## config.mk

```make
export PLATFORM = sky130hd
export DESIGN_NAME = mux_nx1_stream
export DESIGN_NICKNAME = d
export VERILOG_FILES = /design/src/rtl/mux_nx1_stream.sv
export SDC_FILE = /design/constraint.sdc
export NUM_CORES = 1
export LEC_CHECK = 0
export ABC_AREA = 1
export CAP_MARGIN = 20
export CORE_ASPECT_RATIO = 0.6
export CORE_UTILIZATION = 38
export CTS_BUF_LIST = sky130_fd_sc_hd__clkbuf_16
export DETAILED_ROUTE_END_ITERATION = 8
export MAX_ROUTING_LAYER = met4
export PLACE_DENSITY = 0.86
export SYNTH_ARGS = -nofsm -noshare
export SYNTH_HDL_FRONTEND = slang
export SYNTH_SLANG_ARGS = --single-unit
```

## constraint.sdc

```tcl
create_clock -name clk -period 2.1 [get_ports clk]
set_input_delay 0.63 -clock clk [delete_from_list [all_inputs] [get_ports clk]]
set_output_delay 0.63 -clock clk [all_outputs]
set_load 0.005 [all_outputs]
```

## src/rtl/mux_nx1_stream.sv

```systemverilog
// mux_nx1_stream: N-input valid/ready stream multiplexer with a registered output stage.
// The grant comes either from an external select (MODE 0) or from a round-robin
// pointer that remembers the last channel served (MODE 1).
module mux_nx1_stream #(
  parameter int N     = 4,
  parameter int WIDTH = 8,
  parameter int MODE  = 0,
  localparam int SELW = $clog2(N)
) (
  input  logic               clk,
  input  logic               rstn,
  input  logic [SELW-1:0]    sel,
  input  logic [N-1:0]       in_valid,
  input  logic [N*WIDTH-1:0] in_data,
  output logic [N-1:0]       in_ready,
  output logic               out_valid,
  output logic [WIDTH-1:0]   out_data,
  output logic [SELW-1:0]    out_src,
  input  logic               out_ready
);

  logic             load_en;
  logic             grant_any;
  logic [SELW-1:0]  grant_idx;
  logic [SELW-1:0]  rr_ptr;
  logic [SELW-1:0]  cand;
  logic [N-1:0]     grant;
  logic [WIDTH-1:0] grant_data;

  // The output register can accept a word when empty or being drained this cycle.
  assign load_en = !out_valid || out_ready;

  // Choose at most one channel: the selected one in MODE 0, or the first valid
  // channel after the last one served in MODE 1. An out-of-range sel matches nothing.
  always_comb begin
    grant_any = 1'b0;
    grant_idx = '0;
    cand      = '0;
    if (MODE == 0) begin
      for (int i = 0; i < N; i++) begin
        if (sel == SELW'(i) && in_valid[i]) begin
          grant_any = 1'b1;
          grant_idx = SELW'(i);
        end
      end
    end else begin
      for (int k = 1; k <= N; k++) begin
        cand = SELW'((int'(rr_ptr) + k) % N);
        for (int i = 0; i < N; i++) begin
          if (!grant_any && cand == SELW'(i) && in_valid[i]) begin
            grant_any = 1'b1;
            grant_idx = SELW'(i);
          end
        end
      end
    end
  end

  // Expand the granted index into a one-hot vector and pick that channel's data.
  always_comb begin
    grant      = '0;
    grant_data = '0;
    for (int i = 0; i < N; i++) begin
      if (grant_any && grant_idx == SELW'(i)) begin
        grant[i]   = 1'b1;
        grant_data = in_data[i*WIDTH +: WIDTH];
      end
    end
  end

  // Ready is only offered while the output register can take the word.
  assign in_ready = {N{load_en}} & grant;

  // Output register and round-robin pointer; the pointer moves only on a transfer.
  always_ff @(posedge clk or negedge rstn) begin
    if (!rstn) begin
      out_valid <= 1'b0;
      out_data  <= '0;
      out_src   <= '0;
      rr_ptr    <= SELW'(N - 1);
    end else if (load_en) begin
      if (grant_any) begin
        out_valid <= 1'b1;
        out_data  <= grant_data;
        out_src   <= grant_idx;
        if (MODE != 0) begin
          rr_ptr <= grant_idx;
        end
      end else begin
        out_valid <= 1'b0;
      end
    end
  end

endmodule

```

==> results_dict.tcl <==
set metrics [dict create \
    cts.clk_slew.worst_paths_ns 0.04 \
    dieWidth_um 63.3 \
    vias_per_cell 6.18 \
    seqPwrFrac_pct 27.9 \
    cts_sinks 11 \
    final_layout_size_suffix_gt1_share_pct 22.5 \
    syn_to_final_growth_pct 90.5 \
    fin_crit_sh_pct 99.0 \
    synth-seq-cells 11 \
    preCtsSetupSlack_ns -0.598 \
    drt-total-wl_mm 4.30 \
    pwr-share-clk_pct 35.8 \
    path_cells "clkdlybuf4s50_1 > nor2_4 > nor2_1 > buf_2" \
    cts_root_buf "clkbuf_16" \
    num-fill-cells 133 \
    worstSetupPathType "in2out" \
    yosysWarnings 0 \
    regArea_um2 275 \
    drt-pass1-iter-count 5 \
    max_stage_delay_ns 0.45 \
    setup_ws_ns 0.0219 \
    nets 224 \
    whs_ns 0.490 \
    ant_nets 0 \
    cts_hold_buf 0 \
    end_kind "primary output" \
    tightest_slew_ns 0.529 \
    crit_path_max_fanout 5 \
    h-tree-depth 1 \
    cts_tree "built" \
    synth_nets 152 \
    initial_core_util_pct 43.2 \
    worstPathRequired_ns 1.47 \
    clockBufferDepth 2 \
    cts_buffers 3 \
    min_path_type "reg2reg" \
    dp_hpwl_mm 2.54 \
    syn_area_per_cell_um2 7.71 \
    p_sw_uw 289 \
    syn-instance-count 111 \
    hold_viol 0 \
    place.port_buffers 55 \
    n_antenna_cell 0 \
    place_congestion 0.935 \
    syn-cell-area_um2 856 \
    grt_max_degree 17 \
    leakagePower_uw 0.000757 \
    final_util_pct 82.3 \
    ios 56 \
    vias 1298 \
    gr-usage-all-layers_pct 38.1 \
    clock_latency_ns 0.24 \
    peakVddDrop_uv 313 \
    drt_iter0_drc 144 \
    synthDistinctLibCells 16 \
    intPower_uw 695 \
    rows 12 \
    sw_frac_of_total_pct 29.4 \
    routedWlPerCell_um 20.5 \
    place_area_mm2 0.00151 \
    die_area_mm2 0.00245 \
    arrival_ns 1.45 \
    fin_area_mm2 0.00163 \
    fmax_mhz 481 \
    outcome "finished clean" \
    drc_errors 0 \
    layout_common_cells "clkdlybuf4s50_1, nand2_1, nand4_1, buf_4, dfrtp_1" \
    power.density_mw_per_mm2 603 \
    crit_slowest_cell "clkdlybuf4s50_1" \
    overflow 0 \
    slew_headroom_pct 64.6 \
    pwr-share-comb_pct 36.3 \
    yosysSeqAreaShare_pct 32.2 \
    min_period_ns 2.08 \
    max_cap_violations 0 \
    setup_viol 0 \
    grt_pass1_vias 1250 \
    core_area_mm2 0.00198 \
    antenna_found_initial 0 \
    multi_input_area_um2 527 \
    final_common_cell "clkdlybuf4s50_1" \
    drv_slew 0 \
    grt_pass1_wl_mm 6.34 \
    final.setup_skew_ns 0.00101 \
    die_h_um 38.8 \
    start_kind "primary input" \
]
[state kept, by name, indices dropped and copies added, names as in the netlist]
name       cells
out_src        2
out_valid      1
out_data       8
[cell type report]
class,count,share of cell area [%]
Multi-Input combinational cell,88,32.3
Timing Repair Buffer,75,42.9
Clock buffer,3,4.60
Tap cell,28,2.15
Inverter,4,0.921
Clock inverter,1,0.230
Sequential cell,11,16.9
[synth_stat cells]
library cell | number | share of area, %
buf_2 | 4 | 2.3
nand2_4 | 3 | 3.9
o21ai_4 | 1 | 1.9
inv_1 | 4 | 1.8
nor2_8 | 2 | 4.7
nand2_1 | 33 | 14
clkbuf_2 | 2 | 1.2
dfrtp_1 | 11 | 32
buf_6 | 1 | 1.3
nand4_1 | 32 | 23
nand3_1 | 8 | 4.7
nor2_4 | 1 | 1.3
nand3_2 | 3 | 3.5
nor2_1 | 4 | 1.8
nor2_2 | 1 | 0.73
buf_4 | 1 | 0.88
[power groups by stage]
| stage | combinational, uW | clock [uW] | sequential (uW) |
|---|---|---|---|
| floorplan | 117 | 0 | 275 |
| global placement | 314 | 0 | 270 |
| detailed placement | 327 | 0 | 272 |
| CTS | 342 | 347 | 272 |
| global route | 373 | 363 | 276 |
| finish | 357 | 352 | 275 |
[critical path: cells and delay by family]
family	cells	cell delay [ns]
buf+inv	2	0.57
simple gates	2	0.25
[per-stage QoR]
step / std cells / setup TNS (ns) / power (uW)
finish: 210 / 0 / 983
CTS: 210 / 0 / 961
detailed placement: 202 / -2.18 / 599
floorplan: 111 / 0 / 392
global route: 210 / -0.00180 / 1010
global placement: 202 / -1.95 / 584
[worst paths after layout]
check | cells past startpoint | slack [ns] | from | end
max | 4 | 0.02 | out_ready | in_ready[3]
min | 2 | 0.49 | out_data[3] | out_data[3]
max reg2reg | 7 | 0.89 | out_valid | out_src[1]
min reg2reg | 2 | 0.49 | out_data[3] | out_data[3]
max in group asynchronous | 1 | 1.01 | rstn | out_data[7]
min in group asynchronous | 1 | 0.74 | rstn | out_data[0]
[metal layers]
| metal | wire (um) | vias up | track usage [%] |
|---|---|---|---|
| met5 | 0 | - | - |
| met4 | 286 | 0 | 31.3 |
| met3 | 442 | 37 | 11.8 |
| met2 | 1970 | 118 | 63.2 |
| met1 | 1600 | 605 | 39.5 |
| li1 | - | 538 | - |
[repair_timing]
item / CTS / global route
gates cloned: 0 / 0
setup endpoints to repair: 4 / 4
pin swaps: 4 / 1
resized for setup: 24 / 3
setup buffers: 4 / 0
[logic make-up (layout without fill, tap and decap cells)]
logic type	count (synthesis)	in the layout	share of synthesized area [%]
AND/OR/NAND/NOR	87	87	58.5
buffers and inverters	12	83	7.46
flip-flops	11	11	32.2
AO/OA/AOI/OAI	1	1	1.90
No activity file was read; power rests on OpenSTA's default activity.
